## config.mk

```make
export PLATFORM = sky130hd
export DESIGN_NAME = multdiv_sched
export DESIGN_NICKNAME = d
export VERILOG_FILES = /design/src/rtl/multdiv_pkg.sv /design/src/rtl/md_cycle_counter.sv /design/src/rtl/multdiv_sched.sv
export SDC_FILE = /design/constraint.sdc
export NUM_CORES = 1
export LEC_CHECK = 0
export BUFFER_PORTS_ARGS = -buffer_cell sky130_fd_sc_hd__buf_2
export CORE_MARGIN = 2
export CORE_UTILIZATION = 41
export DETAILED_ROUTE_END_ITERATION = 8
export GPL_TIMING_DRIVEN = 0
export PLACE_DENSITY = 0.86
export SLEW_MARGIN = 20
export SYNTH_ARGS = -nofsm -noshare
export SYNTH_HDL_FRONTEND = slang
export SYNTH_SLANG_ARGS = --single-unit
```

## constraint.sdc

```tcl
create_clock -name cpu_clock -period 2.1 [get_ports cpu_clock]
set_clock_uncertainty 0.05 [all_clocks]
set_input_delay 0 -clock cpu_clock [delete_from_list [all_inputs] [get_ports cpu_clock]]
set_output_delay 0 -clock cpu_clock [all_outputs]
set_load 0.02 [all_outputs]
```

## src/rtl/multdiv_pkg.sv

```systemverilog
// Shared definitions for the multiply/divide sequencer: FSM states,
// opcode/ALUop decode constants and the rstatus codes.
package multdiv_pkg;

   typedef enum logic [1:0] {
      MD_IDLE,
      MD_BUSY,
      MD_DONE
   } md_state_e;

   localparam logic [4:0] OPC_RTYPE = 5'b00000;
   localparam logic [4:0] ALU_MULT  = 5'b00110;
   localparam logic [4:0] ALU_DIV   = 5'b00111;

   localparam logic [2:0] RSTATUS_MUL = 3'd4;
   localparam logic [2:0] RSTATUS_DIV = 3'd5;

   function automatic logic [2:0] rstatus_code(input logic was_div);
      return was_div ? RSTATUS_DIV : RSTATUS_MUL;
   endfunction

endpackage

```

## src/rtl/md_cycle_counter.sv

```systemverilog
// BUSY-cycle counter with synchronous clear and enable.
// Ports: clk, reset, clr, en in; hit out (count == TIMEOUT-1).
module md_cycle_counter #(
   parameter int unsigned CNT_W   = 6,
   parameter int unsigned TIMEOUT = 40
) (
   input  logic clk,
   input  logic reset,
   input  logic clr,
   input  logic en,
   output logic hit
);

   localparam logic [CNT_W-1:0] LAST = CNT_W'(TIMEOUT - 1);

   logic [CNT_W-1:0] count_q;
   logic [CNT_W-1:0] count_d;

   always_comb begin
      count_d = count_q;
      if (clr) begin
         count_d = '0;
      end else if (en) begin
         count_d = count_q + 1'b1;
      end
   end

   always_ff @(posedge clk) begin
      if (reset) begin
         count_q <= '0;
      end else begin
         count_q <= count_d;
      end
   end

   assign hit = (count_q == LAST);

endmodule

```

## src/rtl/multdiv_sched.sv

```systemverilog
// X-stage sequencer for the shared multi-cycle mul/div unit: issues start
// pulses, stalls the pipe, and holds the result/exception for X/M.
// Ports: cpu_clock, reset, instruction_X, flush, outside_stall, unit
// RDY/exception/result in; ctrl_mult/div, stall, md_* out.
import multdiv_pkg::*;

module multdiv_sched #(
   parameter int unsigned TIMEOUT = 40,
   parameter int unsigned CNT_W   = 6
) (
   input  logic        cpu_clock,
   input  logic        reset,
   input  logic [31:0] instruction_X,
   input  logic        flush,
   input  logic        outside_stall,
   input  logic        data_resultRDY,
   input  logic        data_exception,
   input  logic [31:0] data_result,
   output logic        ctrl_mult,
   output logic        ctrl_div,
   output logic        stall,
   output logic [31:0] md_result,
   output logic        md_valid,
   output logic        md_exception,
   output logic        md_was_div
);

   md_state_e   state_q, state_d;
   logic        op_div_q, op_div_d;
   logic [31:0] result_q, result_d;
   logic        exc_q, exc_d;
   logic        was_div_q, was_div_d;

   logic is_rtype, is_mul, is_div, is_md;
   logic cnt_clr, cnt_en, cnt_hit;
   logic unused_bits;

   assign is_rtype = (instruction_X[31:27] == OPC_RTYPE);
   assign is_mul   = is_rtype && (instruction_X[6:2] == ALU_MULT);
   assign is_div   = is_rtype && (instruction_X[6:2] == ALU_DIV);
   assign is_md    = is_mul || is_div;

   assign unused_bits = ^{instruction_X[26:7], instruction_X[1:0]};

   md_cycle_counter #(
      .CNT_W  (CNT_W),
      .TIMEOUT(TIMEOUT)
   ) u_cnt (
      .clk  (cpu_clock),
      .reset(reset),
      .clr  (cnt_clr),
      .en   (cnt_en),
      .hit  (cnt_hit)
   );

   always_comb begin
      state_d   = state_q;
      op_div_d  = op_div_q;
      result_d  = result_q;
      exc_d     = exc_q;
      was_div_d = was_div_q;
      ctrl_mult = 1'b0;
      ctrl_div  = 1'b0;
      stall     = 1'b0;
      md_valid  = 1'b0;
      cnt_clr   = 1'b0;
      cnt_en    = 1'b0;

      unique case (state_q)
         MD_IDLE: begin
            if (is_md && !flush) begin
               ctrl_mult = is_mul;
               ctrl_div  = is_div;
               stall     = 1'b1;
               cnt_clr   = 1'b1;
               op_div_d  = is_div;
               state_d   = MD_BUSY;
            end
         end
         MD_BUSY: begin
            stall  = 1'b1;
            cnt_en = 1'b1;
            if (flush) begin
               state_d = MD_IDLE;
            end else if (data_resultRDY) begin
               // RDY takes priority over a coincident timeout
               result_d  = data_result;
               exc_d     = data_exception;
               was_div_d = op_div_q;
               state_d   = MD_DONE;
            end else if (cnt_hit) begin
               result_d  = 32'h0;
               exc_d     = 1'b1;
               was_div_d = op_div_q;
               state_d   = MD_DONE;
            end
         end
         MD_DONE: begin
            // a squashed X must not write its result into X/M
            md_valid = !flush;
            if (flush || !outside_stall) begin
               state_d = MD_IDLE;
            end
         end
         default: begin
            state_d = MD_IDLE;
         end
      endcase

      if (reset) begin
         ctrl_mult = 1'b0;
         ctrl_div  = 1'b0;
         stall     = 1'b0;
         md_valid  = 1'b0;
      end
   end

   always_ff @(posedge cpu_clock) begin
      if (reset) begin
         state_q   <= MD_IDLE;
         op_div_q  <= 1'b0;
         result_q  <= 32'h0;
         exc_q     <= 1'b0;
         was_div_q <= 1'b0;
      end else begin
         state_q   <= state_d;
         op_div_q  <= op_div_d;
         result_q  <= result_d;
         exc_q     <= exc_d;
         was_div_q <= was_div_d;
      end
   end

   assign md_result    = result_q;
   assign md_exception = exc_q;
   assign md_was_div   = was_div_q;

endmodule
```

==> out/summary.txt <==
Post-route setup TNS: 0 ns
Largest net degree at the start of global routing: 14
Vias/cell: 5.20
Reg-to-reg slack, setup: 0.16 ns
Gate count after technology mapping: 137
GRT overflow: 0
Detailed placement HPWL: 2810 um
Detailed Routing Iterations Pass 1: 4
Clock transition at path regs: 0.08 ns
Ys Warns: 0
Mapped Area: 1600 sq um
Area growth, synth to finish: 59.1%
Inserted Clock Buffers: 5
CP required: 2.23 ns
RR Endpoint: md_result[24]
Slowest Stage Delay on Critical Path: 0.48 ns
DRC viols: 0
Post-CTS Setup Inserts: 0
Maxcap violations: 0
Leakage power total: 1.19 nW
Final design utilization: 68.8%
Slew HR: 61.7%
Rows: 22
Crit path to: md_result[24]
Setup CP Type: register to register
Yosys top cell by area: dfxtp_1
Critical path endpoint category: register
Worst EP arrival: 2.07 ns
Yosys top cell area share: 54.0%
Count of final max-slew check failures: 0
Avg WL per Cell: 15.7 um
Worst path buffer plus inverter count: 1
Global-route wire length before repair: 7880 um
FF+latch count, synth: 43
H-tree depth: 2
ANT nets after route: 0
PD cells: 574 nW/um^2
CTS Sinks: 43
Clk root buf: clkbuf_8
Worst Setup SP: u_cnt.count_q[0]
Worst hold-check path type: input pin to register
Outcome: complete, no violations
Commonest non-fill, non-tap cells in the layout: buf_2 (86), dfxtp_1 (42), dlygate4sd3_1 (36)
Final worst setup slack: 0.162 ns
Power Total: 1.46 mW
Width of the die: 66.4 um
Worst-skew pair later-pin latency: 0.29 ns
Crit Path Max Fanout: 10
Top-Level Pins: 108
Final Hold Vio Count: 0
Antenna violations before repair: 0
Die area: 4410 sq um
Slowest cell on crit path: nor4bb_1
Top cell family by delay on the critical path: simple AND/OR/NAND/NOR gates
FF-to-FF Start: u_cnt.count_q[0]
Via count: 1,637
Most common cell after layout, fill and taps aside: buf_2
Pre-CTS setup slack: 0.194 ns
Logic depth of the worst path, buffers included: 5
Count of different cell masters after synthesis: 35
Crit-path cells: ha_1, nor4bb_1, a211oi_2, buf_2, a22o_1
Peak VDD IR: 0.000447 V
Synth Net Count: 208
Die height: 66.4 um
Avg Synthesized Cell Area: 11.6 sq um
Final period util: 92.3%
GPL Wtd Cong: 0.721
DRT Wirelength: 4940 um
Layout cell share with drive strength beyond 1: 40.6%
RSZ-0062 raised after global routing: false
Worst r2r path cells: 5
Post-layout minimum cycle time: 1.94 ns
Final setup vio count: 0
CTS tree: yes
Seq/Total Area, Yosys: 54.0%
Top post-synthesis cells by area: dfxtp_1 (54%), a22o_1 (18%), a21oi_1 (2.2%)
Worst setup SP type: register
Initial core utilization: 43.2%
Max clock buf depth: 2
WHS: 0.0626 ns
FMAX: 516 MHz
GRT Total Usage: 23.8%
Number of global-route vias before repair: 1,670
Core Area: 3690 sq um
Initial DRC Count: 61
Slew @ Worst Pin: 0.567 ns
Layout net count: 336
Port bufs: 85
[metal layers]
metal | wire length, um | vias up | track usage (%)
met3 | 423 | 4 | 7.67
met1 | 2060 | 768 | 28.6
met4 | 52 | 0 | 9.18
met5 | 0 | - | 0
li1 | - | 785 | -
met2 | 2400 | 80 | 39.3
[power breakdown]
part	internal (mW)	switching, mW
logic	0.0854	0.0508
clock network	0.232	0.276
registers	0.813	0.000108
[synthesized netlist by cell type (all sizes together)]
cell     number
or2           1
clkbuf        3
a21oi         7
inv           3
buf           3
nand3         2
a22o         32
o41ai         1
xor2          2
nand3b        2
dfxtp        43
nand4bb       1
and4bb        2
nor4bb        1
o211a         1
mux2i         3
and3          1
nand4b        1
a2111oi       1
ha            1
nand2b        2
a211oi        1
nor2          5
or4           2
or4b          1
o21ai         4
nor4b         1
or3           4
nand2         4
nor4          2
[worst min-delay path by stage]
stage / from / endpoint / depth (start not counted)
detailed placement: data_result[15] / md_result[15] / 2
finish: data_resultRDY / state_q[0] / 3
floorplan: reset / ctrl_div / 1
global placement: data_result[2] / md_result[2] / 2
CTS: flush / state_q[1] / 4
global route: data_resultRDY / state_q[0] / 3
[kinds of logic after synthesis]
family | Yosys count | synth area share, %
compound gates | 47 | 24.7
flops | 43 | 54.0
xor+xnor | 2 | 1.10
mux | 3 | 1.88
buf+inv | 9 | 2.35
simple gates | 32 | 15.2
fa+ha+maj | 1 | 0.784
[worst register-to-register path: stages (launching register included)]
cell	delay, ns
dfxtp_1	0.40
ha_1	0.21
nor4bb_1	0.48
a211oi_2	0.24
buf_2	0.25
a22o_1	0.21
[cell type report]
cell class	instances	area [sq um]
Multi-Input combinational cell	85	697
Fill cell	267	1150
Antenna cell	1	2.50
Tap cell	48	60.1
Timing Repair Buffer	121	791
Clock buffer	6	72.6
Inverter	3	11.3
Clock inverter	2	12.5
Sequential cell	43	865
Buffer	6	26.3
[state kept, by name (all words and copies together), names as in the netlist]
| name | cells |
|---|---|
| op_div_q | 1 |
| state_q | 2 |
| md_exception | 1 |
| u_cnt.count_q | 6 |
| md_was_div | 1 |
| md_result | 32 |
[stage by stage]
step | instances | instance area, sq um
finish | 315 | 2540
CTS | 314 | 2530
global placement | 270 | 2080
detailed placement | 270 | 2080
global route | 314 | 2530
floorplan | 137 | 1600
[timing repair]
action                                 in CTS  in global routing
setup endpoints to repair                   1                  2
hold buffers                               36                  0
pin swaps                                   0                  1
resized for setup                           1                  3
endpoints found under the hold margin      35                  0
cloned                                      0                  0
Note: power is estimated with default switching activity, not from simulation.
